**config.mk**
```make
export PLATFORM = sky130hd
export DESIGN_NAME = fetch_unit
export DESIGN_NICKNAME = d
export VERILOG_FILES = /design/src/rtl/fetch_unit.sv
export SDC_FILE = /design/constraint.sdc
export NUM_CORES = 1
export LEC_CHECK = 0
export CELL_PAD_IN_SITES_DETAIL_PLACEMENT = 1
export CELL_PAD_IN_SITES_GLOBAL_PLACEMENT = 2
export CORE_MARGIN = 2
export CORE_UTILIZATION = 25
export CTS_CLUSTER_SIZE = 24
export DETAILED_ROUTE_END_ITERATION = 6
export PLACE_DENSITY_LB_ADDON = 0.3
export SLEW_MARGIN = 20
export SYNTH_ARGS = -nofsm -noshare
export SYNTH_HDL_FRONTEND = slang
export SYNTH_SLANG_ARGS = --single-unit
```
**constraint.sdc**
```tcl
create_clock -name clk -period 3.2 [get_ports clk]
set_clock_uncertainty 0.05 [all_clocks]
set_input_delay 0.8 -clock clk [delete_from_list [all_inputs] [get_ports clk]]
set_output_delay 0.8 -clock clk [all_outputs]
set_load 0.01 [all_outputs]
```
**src/rtl/fetch_unit.sv**
```systemverilog
// Instruction fetch stage: PC, req/ack fetch to instruction memory, IF/ID register,
// one-entry skid buffer for decode freezes, and branch redirect with wrong-path drop.
module fetch_unit #(
  parameter int                     ADDRESS_LEN = 32,
  parameter logic [ADDRESS_LEN-1:0] RESET_PC    = '0
) (
  input  logic                   clk,
  input  logic                   rst,
  input  logic                   freeze,
  input  logic                   branch_taken,
  input  logic [ADDRESS_LEN-1:0] branch_addr,
  output logic                   imem_req,
  output logic [ADDRESS_LEN-1:0] imem_addr,
  input  logic                   imem_ack,
  input  logic [ADDRESS_LEN-1:0] imem_rdata,
  output logic [ADDRESS_LEN-1:0] pc,
  output logic [ADDRESS_LEN-1:0] instruction,
  output logic                   valid
);

  typedef enum logic {RUN = 1'b0, STALL = 1'b1} state_t;

  state_t                 state_reg, state_next;
  logic [ADDRESS_LEN-1:0] fetch_pc_reg, fetch_pc_next;
  logic [ADDRESS_LEN-1:0] skid_instr_reg, skid_instr_next;
  logic [ADDRESS_LEN-1:0] skid_pc_reg, skid_pc_next;
  logic                   drop_reg, drop_next;
  logic [ADDRESS_LEN-1:0] redirect_pc_reg, redirect_pc_next;
  logic [ADDRESS_LEN-1:0] pc_reg, pc_next;
  logic [ADDRESS_LEN-1:0] instr_reg, instr_next;
  logic                   valid_reg, valid_next;
  logic [ADDRESS_LEN-1:0] fetch_pc_plus4;

  assign fetch_pc_plus4 = fetch_pc_reg + ADDRESS_LEN'(4);

  always_ff @(posedge clk) begin
    if (rst) state_reg <= RUN;
    else     state_reg <= state_next;
  end

  always_comb begin
    state_next = state_reg;
    if (branch_taken)
      state_next = RUN;
    else if (state_reg == RUN && imem_ack && !drop_reg && freeze)
      state_next = STALL;
    else if (state_reg == STALL && !freeze)
      state_next = RUN;
  end

  always_comb begin
    imem_req  = !rst && (state_reg == RUN);
    imem_addr = fetch_pc_reg;
  end

  always_comb begin
    fetch_pc_next    = fetch_pc_reg;
    skid_instr_next  = skid_instr_reg;
    skid_pc_next     = skid_pc_reg;
    drop_next        = drop_reg;
    redirect_pc_next = redirect_pc_reg;
    pc_next          = pc_reg;
    instr_next       = instr_reg;
    valid_next       = valid_reg;
    if (branch_taken) begin
      pc_next         = '0;
      instr_next      = '0;
      valid_next      = 1'b0;
      skid_instr_next = '0;
      skid_pc_next    = '0;
      // An unacked request must complete at its original address; remember the target.
      if (state_reg == RUN && !imem_ack) begin
        drop_next        = 1'b1;
        redirect_pc_next = branch_addr;
      end else begin
        fetch_pc_next = branch_addr;
        drop_next     = 1'b0;
      end
    end else if (state_reg == RUN) begin
      if (imem_ack) begin
        if (drop_reg) begin
          fetch_pc_next = redirect_pc_reg;
          drop_next     = 1'b0;
          if (!freeze) valid_next = 1'b0;
        end else begin
          fetch_pc_next = fetch_pc_plus4;
          if (freeze) begin
            skid_instr_next = imem_rdata;
            skid_pc_next    = fetch_pc_plus4;
          end else begin
            instr_next = imem_rdata;
            pc_next    = fetch_pc_plus4;
            valid_next = 1'b1;
          end
        end
      end else if (!freeze) begin
        valid_next = 1'b0;
      end
    end else if (!freeze) begin
      instr_next = skid_instr_reg;
      pc_next    = skid_pc_reg;
      valid_next = 1'b1;
    end
  end

  always_ff @(posedge clk) begin
    if (rst) begin
      fetch_pc_reg    <= RESET_PC;
      skid_instr_reg  <= '0;
      skid_pc_reg     <= '0;
      drop_reg        <= 1'b0;
      redirect_pc_reg <= '0;
      pc_reg          <= '0;
      instr_reg       <= '0;
      valid_reg       <= 1'b0;
    end else begin
      fetch_pc_reg    <= fetch_pc_next;
      skid_instr_reg  <= skid_instr_next;
      skid_pc_reg     <= skid_pc_next;
      drop_reg        <= drop_next;
      redirect_pc_reg <= redirect_pc_next;
      pc_reg          <= pc_next;
      instr_reg       <= instr_next;
      valid_reg       <= valid_next;
    end
  end

  assign pc          = pc_reg;
  assign instruction = instr_reg;
  assign valid       = valid_reg;

endmodule

```
==> flow_summary.html, run 1 <==
<table>
<tr><th>Metric</th><th>Value</th></tr>
<tr><th colspan="2">Outcome</th></tr>
<tr><td>Outcome</td><td>completed</td></tr>
<tr><th colspan="2">Pwr</th></tr>
<tr><td>Power spent charging and discharging nets</td><td>1582 µW</td></tr>
<tr><td>Int Pwr</td><td>3876 µW</td></tr>
<tr><td>Power per standard cell area</td><td>471.6 nW/µm²</td></tr>
<tr><td>Max VDD drop</td><td>0.3790 mV</td></tr>
<tr><td>Net Sw Frac</td><td>0.2899</td></tr>
<tr><td>Combinational power share</td><td>0.136</td></tr>
<tr><td>Reg power frac</td><td>0.477</td></tr>
<tr><td>Portion of total power attributed to the clock network</td><td>0.386</td></tr>
<tr><td>Leak</td><td>0.003832 µW</td></tr>
<tr><td>Power Total</td><td>5458 µW</td></tr>
<tr><th colspan="2">Global route</th></tr>
<tr><td>Total routing resource utilization after global routing</td><td>0.1652</td></tr>
<tr><td>Maximum number of pins on one net before global-route repair</td><td>104</td></tr>
<tr><td>Vias in the first global route</td><td>8255</td></tr>
<tr><td>Overall overflow remaining after global route</td><td>0</td></tr>
<tr><td>Number of antenna violations at the first check in global routing</td><td>0</td></tr>
<tr><td>Global-route wire length before repair</td><td>48.74 mm</td></tr>
<tr><th colspan="2">Yosys</th></tr>
<tr><td>Syn_nets</td><td>1197</td></tr>
<tr><td>Portion of the post-synthesis area used by sequential elements</td><td>0.4356</td></tr>
<tr><td>Largest area contributor in the synthesized netlist</td><td>sky130_fd_sc_hd__dfxtp_1</td></tr>
<tr><td>Summed instance area of the synthesized netlist</td><td>8961 µm²</td></tr>
<tr><td>Proportion of register bits with asynchronous set or reset after synthesis</td><td>0</td></tr>
<tr><td>Warnings, synthesis</td><td>0</td></tr>
<tr><td>Number of different library cells in the post-synthesis netlist</td><td>64</td></tr>
<tr><td>Top cell type's share of synthesized area</td><td>0.4356</td></tr>
<tr><td>Number of synthesized flops with an enable pin</td><td>0</td></tr>
<tr><td>Number of storage elements in the synthesis netlist</td><td>195</td></tr>
<tr><td>Prevailing post-synth register cell</td><td>sky130_fd_sc_hd__dfxtp_1</td></tr>
<tr><td>Mean instance size in the synthesized netlist</td><td>7.951 µm²</td></tr>
<tr><td>Synth top area cells</td><td>sky130_fd_sc_hd__dfxtp_1 44%, sky130_fd_sc_hd__nand2_1 8.3%, sky130_fd_sc_hd__a21oi_1 6.6%, sky130_fd_sc_hd__mux2i_1 4.9%, sky130_fd_sc_hd__a211oi_1 4.5%</td></tr>
<tr><td>Count of mapped cells out of synthesis</td><td>1127</td></tr>
<tr><th colspan="2">Clock network</th></tr>
<tr><td>Clk Tree Root Cell</td><td>sky130_fd_sc_hd__clkbuf_16</td></tr>
<tr><td>Number of buffers inserted for hold repair after clock tree synthesis</td><td>0</td></tr>
<tr><td>TritonCTS clock tree</td><td>yes</td></tr>
<tr><td>Clock edge transition at the registers on the reported setup and hold paths</td><td>0.07 ns</td></tr>
<tr><td>Source-to-sink clock delay at the later pin of the worst-skew pair</td><td>0.45 ns</td></tr>
<tr><td>H-tree level count</td><td>4</td></tr>
<tr><td>Largest buffer count on any clock path</td><td>2</td></tr>
<tr><td># clock sinks</td><td>195</td></tr>
<tr><td>Num CTS Buffers</td><td>17</td></tr>
<tr><td>Setup Fix Bufs, Post-CTS</td><td>0</td></tr>
<tr><td>CTS resizes</td><td>0</td></tr>
<tr><th colspan="2">Finish</th></tr>
<tr><td>Diodes inserted</td><td>0</td></tr>
<tr><td>Proportion of layout cells with a drive suffix above 1</td><td>0.06742</td></tr>
<tr><td>Area growth from synthesis to layout</td><td>29.15%</td></tr>
<tr><td>Commonest cells after routing, fill and taps aside</td><td>197 x sky130_fd_sc_hd__nand2_1, 194 x sky130_fd_sc_hd__dfxtp_1, 164 x sky130_fd_sc_hd__clkdlybuf4s50_1</td></tr>
<tr><td>Layout Nets</td><td>1304</td></tr>
<tr><td>Commonest non-fill, non-tap cell in the layout</td><td>sky130_fd_sc_hd__nand2_1</td></tr>
<tr><th colspan="2">Placement</th></tr>
<tr><td>Last weighted congestion value of the routability-driven placer</td><td>0.7650</td></tr>
<tr><td>Estimated wirelength of the detail-placed design</td><td>21.62 mm</td></tr>
<tr><td>Count of port buffers added during placement</td><td>166</td></tr>
<tr><th colspan="2">STA</th></tr>
<tr><td>Slew at the pin with the worst max-slew slack</td><td>0.6956 ns</td></tr>
<tr><td>Hold Vio Cnt, Final</td><td>0</td></tr>
<tr><td>Time the worst path needs with I/O delays and setup</td><td>2.527 ns</td></tr>
<tr><td>Period utilization</td><td>0.7898</td></tr>
<tr><td>Slew HR</td><td>0.5328</td></tr>
<tr><td>Pins Over Slew Limit</td><td>0</td></tr>
<tr><td>Worst hold-check slack</td><td>0.4058 ns</td></tr>
<tr><td>RSZ-0062 raised after global routing</td><td>no</td></tr>
<tr><td>Fmax</td><td>0.3957 GHz</td></tr>
<tr><td>Setup TNS Final</td><td>0 ns</td></tr>
<tr><td>Finish-stage setup viols</td><td>0</td></tr>
<tr><th colspan="2">Floorplanning</th></tr>
<tr><td>Top-Level Pins</td><td>167</td></tr>
<tr><td>Height of the chip</td><td>193.3 µm</td></tr>
<tr><td>Width of the die</td><td>193.3 µm</td></tr>
<tr><td>Effective utilization at floorplan</td><td>0.2532</td></tr>
<tr><td>Floorplan die area</td><td>37370 µm²</td></tr>
<tr><td>Core Region</td><td>35400 µm²</td></tr>
<tr><td>Number of cell rows</td><td>69</td></tr>
<tr><th colspan="2">Drt</th></tr>
<tr><td>Drt first pass iters</td><td>4</td></tr>
<tr><td>Detailed-route wire length</td><td>31.20 mm</td></tr>
<tr><td>Drc violations</td><td>0</td></tr>
<tr><td>Via/cell ratio</td><td>4.900</td></tr>
<tr><td>Avg WL per Cell</td><td>18.28 µm</td></tr>
<tr><td>Iteration-0 DRC Markers</td><td>323</td></tr>
<tr><td>Number of nets still failing antenna checks after routing</td><td>0</td></tr>
<tr><td>DR vias</td><td>8365</td></tr>
<tr><th colspan="2">Setup path</th></tr>
<tr><td>Crit-path cells</td><td>buf_2 &gt; nor2_1 &gt; clkdlybuf4s50_1</td></tr>
<tr><td>Crit path buffers/inverters</td><td>2</td></tr>
<tr><td>Largest stage delay on the critical path</td><td>0.57 ns</td></tr>
<tr><td>Slowest library cell on the worst path</td><td>sky130_fd_sc_hd__clkdlybuf4s50_1</td></tr>
<tr><td>Kind of start point of the critical path</td><td>input pin</td></tr>
<tr><td>Type of the worst setup path</td><td>input pin to output port</td></tr>
<tr><td>Family with the most delay on the worst path</td><td>buffers and inverters</td></tr>
<tr><td>Crit path max fanout</td><td>3</td></tr>
<tr><td>Data required, critical path</td><td>2.35 ns</td></tr>
<tr><td>Worst EP arrival</td><td>1.68 ns</td></tr>
<tr><td>Crit end category</td><td>output port</td></tr>
<tr><th colspan="2">Min path</th></tr>
<tr><td>Path class of the lowest-slack min-delay path</td><td>flip-flop to flip-flop</td></tr>
<tr><th colspan="2">Job</th></tr>
<tr><td>Number of violations of the max-capacitance limit</td><td>0</td></tr>
</table>
-- worst reg2reg max path: cells and delay by family (launching register included) --
family	cells	cell delay, ns
AND/OR/NAND/NOR	3	1.08
flip-flops	1	0.57
AO/OA/AOI/OAI	2	0.41
adder cells (fa/ha/maj)	1	0.30
-- synth_stat cells, types with 13 or more instances --
cell type and instances:
sky130_fd_sc_hd__nand2_1 197, sky130_fd_sc_hd__dfxtp_1 195, sky130_fd_sc_hd__a21oi_1 118, sky130_fd_sc_hd__nor2_1 101, sky130_fd_sc_hd__clkbuf_1 63, sky130_fd_sc_hd__o21ai_0 63, sky130_fd_sc_hd__a211oi_1 54, sky130_fd_sc_hd__nand3_1 47
sky130_fd_sc_hd__mux2i_1 44, sky130_fd_sc_hd__nor3_1 38, sky130_fd_sc_hd__buf_2 31, sky130_fd_sc_hd__a31oi_1 19, sky130_fd_sc_hd__nand4_1 13, sky130_fd_sc_hd__xnor2_1 13
-- stage by stage --
step	utilization	area (µm²)	setup slack (ns)	std cells
floorplan	-	8961	0.7054	1127
global placement	0.3111	11010	0.2779	1676
detailed placement	0.3111	11010	0.2491	1676
CTS	0.3270	11570	0.6232	1707
global route	0.3270	11570	0.5038	1707
finish	0.3270	11570	0.6726	1707
-- power by group through the flow --
stage / Combinational, µW / Clock (µW) / Sequential [µW]
2_1_floorplan: 394 / 0 / 2650
3_3_place_gp: 749 / 0 / 2660
3_5_place_dp: 757 / 0 / 2660
4_1_cts: 761 / 2190 / 2610
5_1_grt: 822 / 2280 / 2620
6_report: 745 / 2110 / 2610
-- per-layer routing --
metal / global-route usage / vias up / wire length (µm)
met5: 0 / - / 0
met4: 0.03675 / 0 / 327
met3: 0.03312 / 16 / 1099
met2: 0.2561 / 149 / 13590
met1: 0.2360 / 4020 / 16180
li1: - / 4180 / -
-- cell type report --
type / count / area (µm²)
clock inverter: 13 / 121.4
multi-input combinational: 815 / 4579
sequential: 195 / 3908
inverter: 12 / 45.04
fill: 4253 / 23820
clock buffer: 18 / 439.2
tap: 461 / 576.8
timing repair buffer: 193 / 1904
-- logic make-up (layout without fill, tap and decap cells) --
logic type / Yosys count / after routing / share of synthesized area
flip-flops: 195 / 195 / 0.4356
AND/OR/NAND/NOR: 448 / 448 / 0.2311
adder cells (fa/ha/maj): 1 / 1 / 0.001396
multiplexers: 45 / 45 / 0.05040
AO/OA/AOI/OAI: 302 / 302 / 0.2058
XOR/XNOR: 19 / 19 / 0.01857
buffers and inverters: 117 / 236 / 0.05711
-- final timing paths --
kind	start	to	slack, ns	cells after the start
worst max-delay path	rst	imem_req	0.67	3
worst min-delay path	redirect_pc_reg[23]	redirect_pc_reg[23]	0.41	2
worst max register to register	imem_addr[2]	imem_addr[24]	0.69	6
worst min register to register	redirect_pc_reg[23]	redirect_pc_reg[23]	0.41	2
Note: power is estimated with default switching activity, not from simulation.
==> run 2: changes to the inputs <==
==> constraint.sdc (replaced) <==
create_clock -name clk -period 2.35 [get_ports clk]
set_clock_uncertainty 0.05 [all_clocks]
set_input_delay 0.5875 -clock clk [delete_from_list [all_inputs] [get_ports clk]]
set_output_delay 0.5875 -clock clk [all_outputs]
set_load 0.01 [all_outputs]
==> run 2 against run 1 <==
  * Global-route usage is 0.54 points higher
  * Register-to-register slack worse by 0.51 ns
  * First-iteration DRC count is 28% higher
  * Total power grew 42%
  * Sequential share of layout area decreased by 1.6 points
  * Via count is 0.99% higher
  * Combinational power up 52%
  * Largest power group unchanged
==> flow_summary.html, run 2 (synthesis gave the netlist of run 1 again) <==
<table>
<tr><th>Metric</th><th>Value</th></tr>
<tr><th colspan="2">Setup path</th></tr>
<tr><td>Crit path buffers/inverters</td><td>2</td></tr>
<tr><td>Logic depth of the worst register-to-register path</td><td>6</td></tr>
<tr><td>Source of the worst register-to-register timing path</td><td>imem_addr[20]</td></tr>
<tr><td>Setup slack on the worst flop-to-flop path</td><td>0.18 ns</td></tr>
<tr><td>Crit end category</td><td>output port</td></tr>
<tr><td>Worst setup path startpoint</td><td>imem_addr[14]</td></tr>
<tr><td>Kind of start point of the critical path</td><td>flip-flop</td></tr>
<tr><td>Slowest library cell on the worst path</td><td>sky130_fd_sc_hd__clkdlybuf4s50_1</td></tr>
<tr><td>Family with the most delay on the worst path</td><td>buffers and inverters</td></tr>
<tr><td>Crit path max fanout</td><td>5</td></tr>
<tr><td>Worst EP arrival</td><td>1.63 ns</td></tr>
<tr><td>Data required, critical path</td><td>1.71 ns</td></tr>
<tr><td>Crit-path cells</td><td>buf_4 &gt; clkdlybuf4s50_1</td></tr>
<tr><td>Type of the worst setup path</td><td>flip-flop to output port</td></tr>
<tr><td>FF-to-FF End</td><td>pc[23]</td></tr>
<tr><td>Largest stage delay on the critical path</td><td>0.55 ns</td></tr>
<tr><th colspan="2">Global route</th></tr>
<tr><td>Vias in the first global route</td><td>8571</td></tr>
<tr><td>Maximum number of pins on one net before global-route repair</td><td>56</td></tr>
<tr><td>Overall overflow remaining after global route</td><td>0</td></tr>
<tr><td>Global-route wire length before repair</td><td>50.85 mm</td></tr>
<tr><td>Total routing resource utilization after global routing</td><td>0.1706</td></tr>
<tr><td>Number of antenna violations at the first check in global routing</td><td>0</td></tr>
<tr><th colspan="2">Clock network</th></tr>
<tr><td>Clock edge transition at the registers on the reported setup and hold paths</td><td>0.07 ns</td></tr>
<tr><td>Clk Tree Root Cell</td><td>sky130_fd_sc_hd__clkbuf_16</td></tr>
<tr><td>Number of buffers inserted for hold repair after clock tree synthesis</td><td>0</td></tr>
<tr><td>Largest buffer count on any clock path</td><td>2</td></tr>
<tr><td>TritonCTS clock tree</td><td>yes</td></tr>
<tr><td>Source-to-sink clock delay at the later pin of the worst-skew pair</td><td>0.45 ns</td></tr>
<tr><td>Num CTS Buffers</td><td>17</td></tr>
<tr><td>H-tree level count</td><td>4</td></tr>
<tr><td>Setup Fix Bufs, Post-CTS</td><td>0</td></tr>
<tr><td># clock sinks</td><td>195</td></tr>
<tr><td>CTS resizes</td><td>0</td></tr>
<tr><th colspan="2">Drt</th></tr>
<tr><td>Number of nets still failing antenna checks after routing</td><td>0</td></tr>
<tr><td>Via/cell ratio</td><td>4.792</td></tr>
<tr><td>Avg WL per Cell</td><td>17.98 µm</td></tr>
<tr><td>Detailed-route wire length</td><td>31.70 mm</td></tr>
<tr><td>Drc violations</td><td>0</td></tr>
<tr><td>Iteration-0 DRC Markers</td><td>412</td></tr>
<tr><td>DR vias</td><td>8448</td></tr>
<tr><td>Drt first pass iters</td><td>4</td></tr>
<tr><th colspan="2">Pwr</th></tr>
<tr><td>Power per standard cell area</td><td>638.3 nW/µm²</td></tr>
<tr><td>Power Total</td><td>7748 µW</td></tr>
<tr><td>Leak</td><td>0.004172 µW</td></tr>
<tr><td>Max VDD drop</td><td>0.4395 mV</td></tr>
<tr><th colspan="2">Finish</th></tr>
<tr><td>Area growth from synthesis to layout</td><td>35.45%</td></tr>
<tr><td>Commonest non-fill, non-tap cell in the layout</td><td>sky130_fd_sc_hd__nand2_1</td></tr>
<tr><td>Post-Layout Cell Count</td><td>1763</td></tr>
<tr><td>Diodes inserted</td><td>0</td></tr>
<tr><td>Count of filler cells inserted in the layout</td><td>4182</td></tr>
<tr><td>Commonest cells after routing, fill and taps aside</td><td>197 x sky130_fd_sc_hd__nand2_1, 194 x sky130_fd_sc_hd__dfxtp_1, 164 x sky130_fd_sc_hd__clkdlybuf4s50_1</td></tr>
<tr><td>Register area</td><td>3908 µm²</td></tr>
<tr><td>Finished layout cell area</td><td>12140 µm²</td></tr>
<tr><td>Proportion of layout cells with a drive suffix above 1</td><td>0.1075</td></tr>
<tr><td>Layout Nets</td><td>1360</td></tr>
<tr><td>Area used by multi-input combinational logic</td><td>4579 µm²</td></tr>
<tr><th colspan="2">STA</th></tr>
<tr><td>Worst hold-check slack</td><td>0.4042 ns</td></tr>
<tr><td>Pins Over Slew Limit</td><td>0</td></tr>
<tr><td>Slew at the pin with the worst max-slew slack</td><td>0.4793 ns</td></tr>
<tr><td>Time the worst path needs with I/O delays and setup</td><td>2.267 ns</td></tr>
<tr><td>RSZ-0062 raised after global routing</td><td>no</td></tr>
<tr><td>Fmax</td><td>0.4411 GHz</td></tr>
<tr><td>Hold Vio Cnt, Final</td><td>0</td></tr>
<tr><td>Period utilization</td><td>0.9648</td></tr>
<tr><td>Finish-stage setup viols</td><td>0</td></tr>
<tr><td>Slew HR</td><td>0.6781</td></tr>
<tr><th colspan="2">Floorplanning</th></tr>
<tr><td>Effective utilization at floorplan</td><td>0.2532</td></tr>
<tr><td>Number of cell rows</td><td>69</td></tr>
<tr><td>Height of the chip</td><td>193.3 µm</td></tr>
<tr><td>Core Region</td><td>35400 µm²</td></tr>
<tr><td>Width of the die</td><td>193.3 µm</td></tr>
<tr><td>Top-Level Pins</td><td>167</td></tr>
<tr><td>Floorplan die area</td><td>37370 µm²</td></tr>
<tr><th colspan="2">Placement</th></tr>
<tr><td>Cell count after placement</td><td>1732</td></tr>
<tr><td>Last weighted congestion value of the routability-driven placer</td><td>0.7717</td></tr>
<tr><td>Estimated wirelength of the detail-placed design</td><td>22.98 mm</td></tr>
<tr><td>Cell area after placement</td><td>11530 µm²</td></tr>
<tr><td>Count of port buffers added during placement</td><td>166</td></tr>
<tr><th colspan="2">Job</th></tr>
<tr><td>Number of violations of the max-capacitance limit</td><td>0</td></tr>
<tr><th colspan="2">Min path</th></tr>
<tr><td>Path class of the lowest-slack min-delay path</td><td>flip-flop to flip-flop</td></tr>
<tr><td>Hold_sp</td><td>skid_pc_reg[1]</td></tr>
<tr><td>End point of the most critical hold path</td><td>skid_pc_reg[1]</td></tr>
<tr><td>Depth of the worst hold-timing path</td><td>2</td></tr>
<tr><th colspan="2">Outcome</th></tr>
<tr><td>Outcome</td><td>completed</td></tr>
</table>
==> run 2: tightest hold or removal path, stage by stage, from the launching register on <==
cell                      delay [ns]
sky130_fd_sc_hd__dfxtp_1        0.31
sky130_fd_sc_hd__nand2_1        0.05
sky130_fd_sc_hd__a21oi_1        0.05
==> run 2: metrics by stage <==
step	setup slack [ns]	utilization	TNS, ns
final	0.08284	0.3429	0
after global routing	0.009439	0.3429	0
after CTS	0.02526	0.3429	0
after detailed placement	-0.03067	0.3258	-0.2956
after global placement	0.01847	0.3258	0
after floorplan	0.2804	-	0
==> run 2: per-layer routing <==
metal	up-vias	global-route usage	part of all wire
li1	4296	-	-
met1	3992	0.2490	0.52
met2	146	0.2601	0.43
met3	14	0.03243	0.037
met4	0	0.03647	0.010
met5	-	0	0
==> run 2: final cells by class <==
class	instances	area share
Multi-Input combinational cell	815	0.3773
Sequential cell	195	0.3219
Timing Repair Buffer	249	0.1998
Tap cell	461	0.04752
Clock buffer	17	0.03505
Clock inverter	14	0.01474
Inverter	12	0.003711
==> run 2: how the worst max path moves through the flow <==
| stage | endpoint | slack, ns | cells past startpoint |
|---|---|---|---|
| 2_1_floorplan | imem_req | 0.28 | 4 |
| 3_3_place_gp | pc[28] | 0.02 | 8 |
| 3_5_place_dp | instruction[19] | -0.03 | 7 |
| 4_1_cts | imem_addr[6] | 0.03 | 2 |
| 5_1_grt | imem_addr[6] | 0.009 | 2 |
| 6_report | imem_addr[14] | 0.08 | 2 |
==> run 2: report_power, final <==
| part | internal [µW] | leakage (µW) | switching, µW |
|---|---|---|---|
| Sequential | 3420 | 0.00159 | 104 |
| Clock | 1690 | 0.000292 | 1400 |
| Combinational | 512 | 0.00229 | 619 |
| Total | 5620 | 0.00417 | 2120 |
